[config.mk]
export PLATFORM = sky130hd
export DESIGN_NAME = corr_dump
export DESIGN_NICKNAME = d
export VERILOG_FILES = /design/src/rtl/corr_pkg.sv /design/src/rtl/corr_word_ser.sv /design/src/rtl/corr_dump.sv
export SDC_FILE = /design/constraint.sdc
export NUM_CORES = 1
export LEC_CHECK = 0
export CORE_ASPECT_RATIO = 0.8
export CORE_MARGIN = 2
export CORE_UTILIZATION = 44
export CTS_CLUSTER_DIAMETER = 50
export CTS_CLUSTER_SIZE = 12
export DETAILED_ROUTE_END_ITERATION = 10
export GPL_ROUTABILITY_DRIVEN = 0
export GPL_TIMING_DRIVEN = 1
export PLACE_DENSITY = 0.81
export SKIP_LAST_GASP = 1
export SYNTH_ARGS = -nofsm -noshare
export SYNTH_HDL_FRONTEND = slang
export SYNTH_SLANG_ARGS = --single-unit
[constraint.sdc]
create_clock -name clk -period 5.04 [get_ports clk]
set_input_delay 1.008 -clock clk [delete_from_list [all_inputs] [get_ports clk]]
set_output_delay 1.008 -clock clk [all_outputs]
set_load 0.005 [all_outputs]
[src/rtl/corr_pkg.sv]
// corr_pkg: shared constants and dump FSM states for the correlator readout path.
// With CORR_DUMP_HDR_EN defined the FSM gains three header states.
package corr_pkg;
  localparam int ADDR_W = 8;
  localparam int N_BINS = 2 ** ADDR_W;
  localparam int RD_LAT = 2;
  localparam logic [7:0] HDR_SYNC0 = 8'hA5;
  localparam logic [7:0] HDR_SYNC1 = 8'h5A;
  typedef enum logic [3:0] {
    S_IDLE,
`ifdef CORR_DUMP_HDR_EN
    S_HDR0, S_HDR1, S_HDR2,
`endif
    S_SETUP, S_ADDR, S_WAIT, S_CAP, S_SEND, S_GAP, S_CLR, S_CLRW, S_FIN
  } state_t;
endpackage

[src/rtl/corr_word_ser.sv]
// corr_word_ser: splits a loaded 32-bit word into 4 bytes over a valid/ready link.
module corr_word_ser #(
  parameter bit LSB_FIRST = 1'b1
) (
  input  logic        clk,
  input  logic        rst_n,
  input  logic        i_load,
  input  logic [31:0] i_word,
  input  logic        i_ready,
  output logic [7:0]  o_data,
  output logic        o_valid,
  output logic        o_last_byte,
  output logic        o_word_done
);
  logic [31:0] r_sh;
  logic [1:0]  r_cnt;
  logic        r_vld;
  logic        w_hs;
  assign w_hs        = r_vld & i_ready;
  assign o_valid     = r_vld;
  assign o_last_byte = r_cnt == 2'd3;
  assign o_word_done = w_hs & o_last_byte;
  assign o_data      = LSB_FIRST ? r_sh[7:0] : r_sh[31:24];
  always_ff @(posedge clk or negedge rst_n) begin
    if (!rst_n) begin
      r_sh  <= '0;
      r_cnt <= '0;
      r_vld <= 1'b0;
    end else if (i_load) begin
      r_sh  <= i_word;
      r_cnt <= '0;
      r_vld <= 1'b1;
    end else if (w_hs) begin
      r_sh  <= LSB_FIRST ? {8'h00, r_sh[31:8]} : {r_sh[23:0], 8'h00};
      r_cnt <= r_cnt + 2'd1;
      r_vld <= !o_last_byte;
    end
  end
endmodule

[src/rtl/corr_dump.sv]
// corr_dump: reads every bin of the correlator bank and streams it out bytewise,
// optionally clearing the bank afterwards. CORR_DUMP_HDR_EN prepends a 3-byte header.
module corr_dump
  import corr_pkg::*;
#(
  parameter bit LSB_FIRST = 1'b1,
  parameter int CLR_WAIT  = 258
) (
  input  logic              clk,
  input  logic              rst_n,
  input  logic              start,
  input  logic              clr_after,
  input  logic              acc_busy,
  output logic              busy,
  output logic              done,
  output logic              rd_en,
  output logic [ADDR_W-1:0] rd_addr,
  input  logic [31:0]       rd_data,
  output logic              clr_req,
  output logic [7:0]        out_data,
  output logic              out_valid,
  input  logic              out_ready,
  output logic              out_last
);
  localparam int WW = $clog2(CLR_WAIT);
  state_t            r_state, w_next;
  logic [ADDR_W-1:0] r_idx;
  logic              r_clr;
  logic [WW-1:0]     r_wait;
  logic              w_last_bin, w_word_done, w_byte3, w_ser_valid;
  logic [7:0]        w_ser_data;
`ifdef CORR_DUMP_HDR_EN
  logic [7:0]        r_seq;
  logic              w_hdr;
`endif
  assign w_last_bin = r_idx == ADDR_W'(N_BINS - 1);
  always_comb begin
    w_next = r_state;
    case (r_state)
`ifdef CORR_DUMP_HDR_EN
      S_IDLE:  w_next = (start && !acc_busy) ? S_HDR0 : S_IDLE;
      S_HDR0:  w_next = out_ready ? S_HDR1 : S_HDR0;
      S_HDR1:  w_next = out_ready ? S_HDR2 : S_HDR1;
      S_HDR2:  w_next = out_ready ? S_SETUP : S_HDR2;
`else
      S_IDLE:  w_next = (start && !acc_busy) ? S_SETUP : S_IDLE;
`endif
      S_SETUP: w_next = S_ADDR;
      S_ADDR:  w_next = S_WAIT;
      S_WAIT:  w_next = S_CAP;
      S_CAP:   w_next = S_SEND;
      S_SEND:  w_next = w_word_done ? (w_last_bin ? S_GAP : S_ADDR) : S_SEND;
      S_GAP:   w_next = r_clr ? S_CLR : S_FIN;
      S_CLR:   w_next = S_CLRW;
      S_CLRW:  w_next = (r_wait == WW'(CLR_WAIT - 1)) ? S_FIN : S_CLRW;
      S_FIN:   w_next = S_IDLE;
      default: w_next = S_IDLE;
    endcase
  end
  always_ff @(posedge clk or negedge rst_n) begin
    if (!rst_n) begin
      r_state <= S_IDLE;
      r_idx   <= '0;
      r_clr   <= 1'b0;
      r_wait  <= '0;
`ifdef CORR_DUMP_HDR_EN
      r_seq   <= '0;
`endif
    end else begin
      r_state <= w_next;
      r_wait  <= (r_state == S_CLRW) ? r_wait + 1'b1 : '0;
      if (r_state == S_IDLE && w_next != S_IDLE) begin
        r_idx <= '0;
        r_clr <= clr_after;
      end
      if (r_state == S_SEND && w_next == S_ADDR) r_idx <= r_idx + 1'b1;
`ifdef CORR_DUMP_HDR_EN
      if (r_state == S_FIN) r_seq <= r_seq + 8'd1;
`endif
    end
  end
  corr_word_ser #(.LSB_FIRST(LSB_FIRST)) u_ser (
    .clk         (clk),
    .rst_n       (rst_n),
    .i_load      (r_state == S_CAP),
    .i_word      (rd_data),
    .i_ready     (out_ready),
    .o_data      (w_ser_data),
    .o_valid     (w_ser_valid),
    .o_last_byte (w_byte3),
    .o_word_done (w_word_done)
  );
  // rd_addr follows the bin index directly, so it is held through ADDR, WAIT and CAP
  assign rd_addr  = r_idx;
  assign rd_en    = r_state inside {S_SETUP, S_ADDR, S_WAIT, S_CAP, S_SEND};
  assign busy     = r_state != S_IDLE;
  assign done     = r_state == S_FIN;
  assign clr_req  = r_state == S_CLR;
  assign out_last = w_ser_valid & w_byte3 & w_last_bin;
`ifdef CORR_DUMP_HDR_EN
  assign w_hdr     = r_state inside {S_HDR0, S_HDR1, S_HDR2};
  assign out_valid = w_hdr | w_ser_valid;
  assign out_data  = r_state == S_HDR0 ? HDR_SYNC0 :
                     r_state == S_HDR1 ? HDR_SYNC1 :
                     r_state == S_HDR2 ? r_seq : w_ser_data;
`else
  assign out_valid = w_ser_valid;
  assign out_data  = w_ser_data;
`endif
endmodule
Word level (Yosys, flattened, before mapping)
Index checks and enable logic that the tools add are counted.
Widths: inputs -> output; s select.
- input port bits: 38
- memories: 0
- memory bits (read-only): 0
- latch bits: 0
- bits in registers: 57
- output and inout bits: 22
- RAM bits: 0
- bitwise operators: 4
- reduce and logical (&&, ||, !) cells: 11
- equal/unequal tests: 13
- $lt $le $gt $ge: 0
- mux-type cells: 15
- add/subtract/negate cells: 3
- div/mod/pow operators: 0
- shift-type cells: 0
- multipliers: 0
- operator list (kind ; count):
    $mux 32 ; 2
    $pmux 4 s9 ; 1
    $eq 4x3->1 const B ; 4
    $mux 8 ; 2
    $eq 4x2->1 const B ; 3
    $add 9x1->9 const B ; 1
    $eq 9x9->1 const B ; 1
    $mux 9 ; 1
    $add 8x1->8 const B ; 1
    $eq 4x4->1 const B ; 2
    $eq 8x8->1 const B ; 1
    $reduce_bool 4->1 ; 2
    $mux 3 ; 2
    $reduce_bool 5->1 ; 1
    $and 1x1->1 ; 4
    $eq 4x1->1 const B ; 1
    $logic_not 4->1 ; 1
    $mux 1 ; 4
    $mux 2 ; 2
    $mux 4 ; 1
    $reduce_bool 2->1 ; 2
    $logic_and 1x1->1 ; 3
    $add 2x1->2 const B ; 1
    $eq 2x2->1 const B ; 1
    $logic_not 1->1 ; 2

Logic depth before layout (Yosys ltp)
- word-level depth: 8
- depth in mapped cells: 7

Hierarchy
From an unflattened synthesis, not the netlist that was laid out.
- cell total of the unflattened synthesis: 320
- area total of the unflattened synthesis: 3156.8 µm²
- modules (own cells, without submodules) (module ; seq. area each (µm²) ; area an instance (µm²) ; instances ; cells each):
    corr_word_ser ; 875.8 ; 1965.6 ; 1 ; 194
    corr_dump ; 550.5 ; 1191.1 ; 1 ; 126

Worst setup path after synthesis
Ideal clock, no wire load.
- path type: input to register
- start point: in out_ready
- end point: reg r_idx[2] (netlist: rd_addr[2])
- stages on the path: 4
- path slack: 2.944 ns
- path buffers: 0
- required time: 4.914 ns
- data arrival time: 1.970 ns
- cell sequence: and2_1 o2111ai_4 o21a_4 a221o_1
- word-level cells in the longest chain between the ends: 7
- RTL lines (element ; line ; source):
    start, declared ; corr_dump.sv:22 ; input logic out_ready,
    $and 1x1->1 (*) ; corr_word_ser.sv:19 ; assign w_hs = r_vld & i_ready;
    $and 1x1->1 (*) ; corr_word_ser.sv:22 ; assign o_word_done = w_hs & o_last_byte;
    $mux 3 (*) ; corr_dump.sv:52 ; S_SEND: w_next = w_word_done ? (w_last_bin ? S_GAP : S_ADDR) : S_SEND;
    $pmux 4 s9 (*) ; corr_dump.sv:39 ; case (r_state)
    $eq 4x2->1 / $reduce_bool 4->1 (equally long branches) ; corr_dump.sv:76, corr_dump.sv:72 ;
    $logic_and 1x1->1, on equally long branches ; corr_dump.sv:76, corr_dump.sv:72 ;
    $mux 8 / $reduce_bool 2->1 (equally long branches) ; - ;
    end signal, assigned ; corr_dump.sv:76 ; if (r_state == S_SEND && w_next == S_ADDR) r_idx <= r_idx + 1'b1;
    end, declared ; corr_dump.sv:27 ; logic [ADDR_W-1:0] r_idx;
Mark *: on every way between the ends. The rest lies on a longest branch, timed or not.
A chain may end at the register's enable or synchronous reset.

Worst setup path in the final report
- start point: reg r_idx[0] (netlist: rd_addr[0])
- end point: out out_last
- word-level cells in the longest chain between the ends: 2
- RTL lines (element ; line ; source):
    $eq 8x8->1 ; corr_dump.sv:36 ; assign w_last_bin = r_idx == ADDR_W'(N_BINS - 1);
    $and 1x1->1 ; corr_dump.sv:99 ; assign out_last = w_ser_valid & w_byte3 & w_last_bin;
    end, declared ; corr_dump.sv:23 ; output logic out_last
Every way passes these cells.

==> results.sh <==
export IMPL_track_usage_pct=17.0
export IMPL_met1_length_um=2560
export IMPL_skew_ns=0.00522
export IMPL_nets=368
export IMPL_setup_viol=0
export IMPL_fin_crit_sh_pct=59.5
export IMPL_clkLatencyLatePin_ns=0.33
export IMPL_hold_viol=0
export IMPL_num_rows=25
export IMPL_fillCellCount=528
export IMPL_cts_hold_buf=0
export IMPL_synth_fp_nets=318
export IMPL_yosysUniqueCellTypes=42
export IMPL_finalNonFillerCells=412
export IMPL_power_leakage_uw=0.00163
export IMPL_yosysTopAreaCellShare_pct=50.9
export IMPL_synthArstFlopShare_pct=100
export IMPL_syn_inst=276
export IMPL_cts_setup_buffers=0
export IMPL_clk_pin_slew_ns=0.06
export IMPL_htree_levels=3
export IMPL_synth_edf_count=0
export IMPL_core_area_mm2=0.00604
export IMPL_arrival_ns=1.99
export IMPL_finalWirelength_um=5620
export IMPL_slew_headroom_pct=53.3
export IMPL_finalMaxSlewViolations=0
export IMPL_synth_area_leader_cell="dfrtp_1"
export IMPL_fin_util_pct=59.5
export IMPL_cts_made_buffers=9
export IMPL_drtAntennaViolNets=0
export IMPL_cts_root_buf="clkbuf_8"
export IMPL_path_class="reg -> out"
export IMPL_layout_commonest_cell="clkdlybuf4s50_1"
export IMPL_tns_ns=0
export IMPL_hold_class="reg -> reg"
export IMPL_cp_required_ns=4.03
export IMPL_vdd_drop_max_v=0.000127
export IMPL_n_antenna_cell=0
export IMPL_start_util_pct=46.4
export IMPL_gr_total_overflow=0
export IMPL_synthTopCellsByArea="dfrtp_1 (51%), mux2i_1 (8.6%), nand2_1 (6.7%)"
export IMPL_dr_first_iter_drc_count=101
export IMPL_max_freq_mhz=334
export IMPL_crit_fanout=5
export IMPL_cts_tree="yes"
export IMPL_dr_total_vias=2135
export IMPL_startpoint_type="flip-flop"
export IMPL_post_dp_hpwl_um=3840
export IMPL_ys_ff_latch=57
export IMPL_ys_warn_count=0
export IMPL_grt_setup_unrepaired="no"
export IMPL_dieWidth_um=93.2
export IMPL_io_pins=60
export IMPL_grt_max_degree=68
export IMPL_io_buffers=59
export IMPL_vias_per_cell=5.18
export IMPL_synth_ff_type="dfrtp_1"
export IMPL_cts_resized=0
export IMPL_dieArea_mm2=0.00702
export IMPL_outcome="finished, final reports clean"
export IMPL_ys_seq_area_share_pct=50.9
export IMPL_clockBufferDepth=2
export IMPL_antenna_found_initial=0
export IMPL_drive_gt1_share_pct=8.46
export IMPL_grt_pass1_wl_um=9090
export IMPL_wl_per_cell_um=13.6
export IMPL_min_period_ns=3.00
export IMPL_synth_area_mm2=0.00280
export IMPL_synth_avg_cell_area_um2=10.1
export IMPL_wl_met3_um=314
export IMPL_place_inst=396
export IMPL_tightest_slew_ns=0.700
export IMPL_wl_met2_um=2660
export IMPL_clkSinkCount=57
export IMPL_firstDrtPassIters=4
export IMPL_grt_pass1_vias=2011
export IMPL_drc=0
export IMPL_top_layer="met4"
export IMPL_critical_path_endpoint_type="output pin"
export IMPL_power_density_mw_per_mm2=260
export IMPL_maxCapViolations=0
export IMPL_die_h_um=75.4
export IMPL_synthToLayoutAreaGrowth_pct=28.3
export IMPL_final_cell_mix="clkdlybuf4s50_1 (58), dfrtp_1 (57), nand2_1 (50)"
flip-flops by register name (all words and copies together) (netlist names):
register	cells
r_state	4
u_ser.o_valid	1
r_wait	9
r_clr	1
u_ser.r_cnt	2
rd_addr	8
u_ser.r_sh	32
logic make-up after synthesis:
group,count (synthesis),synth area share [%]
AOI/OAI and AO/OA,52,12.4
xor gates and xnor gates,10,3.13
adders and majority gates,4,1.79
buffers and inverters,25,4.92
DFF,57,50.9
muxes,26,9.38
and+or+nand+nor,102,17.4
cell type report:
cell class	count	area [um2]	area share [%]
flip-flops and latches	57	1430	39.7
multi-input cells	194	1240	34.6
repair buffers	62	608	16.9
clock buffers	14	173	4.81
well taps	81	101	2.82
clock inverters	2	35.0	0.975
inverters	2	7.51	0.209
per-stage QoR:
step	cell area (um2)	hold WS [ns]	setup WS (ns)	power [uW]
2_1_floorplan	2800	0.480	2.94	467
3_3_place_gp	3380	0.503	1.93	505
3_5_place_dp	3380	0.516	1.88	505
4_1_cts	3590	0.524	1.98	946
5_1_grt	3590	0.548	1.84	969
6_report	3590	0.514	2.04	933
synth_stat cells, types with 5 or more instances:
cell type and count:
o21ai_0 33, nor2_1 14, xnor2_1 7, buf_4 9
buf_2 8, nand2_1 50, nand3_1 5, mux2i_1 24
clkbuf_1 6, dfrtp_1 57
per-layer routing:
layer / vias to the layer above / track usage (%)
li1: 1056 / -
met1: 1023 / 21.6
met5: - / 0
met3: 5 / 6.43
met4: 0 / 7.68
met2: 51 / 26.6
worst paths after layout:
kind	startpoint	endpoint	slack, ns	cells past startpoint
hold / removal	r_wait[0]	r_wait[0]	0.51	1
setup / recovery	rd_addr[0]	out_last	2.04	4
setup reg to reg	u_ser.o_valid	rd_addr[5]	2.99	4
max in group asynchronous	rst_n	u_ser.r_sh[31]	3.77	2
min in group asynchronous	rst_n	u_ser.r_sh[9]	0.80	2
hold reg to reg	r_wait[0]	r_wait[0]	0.51	1
where the power goes:
group	total, uW	switching [uW]	internal (uW)	leakage [uW]
logic	38.2	12.9	25.3	0.000738
clock network	437	168	268	0.000107
registers	458	0	458	0.000782
total	933	181	751	0.00163
critical path: stages (launching register included):
cell and delay, ns:
dfrtp_1 0.41, ha_1 0.21, nand3_1 0.23, nor3_1 0.27, clkdlybuf4s50_1 0.54
(Power assumes the default switching activity.)
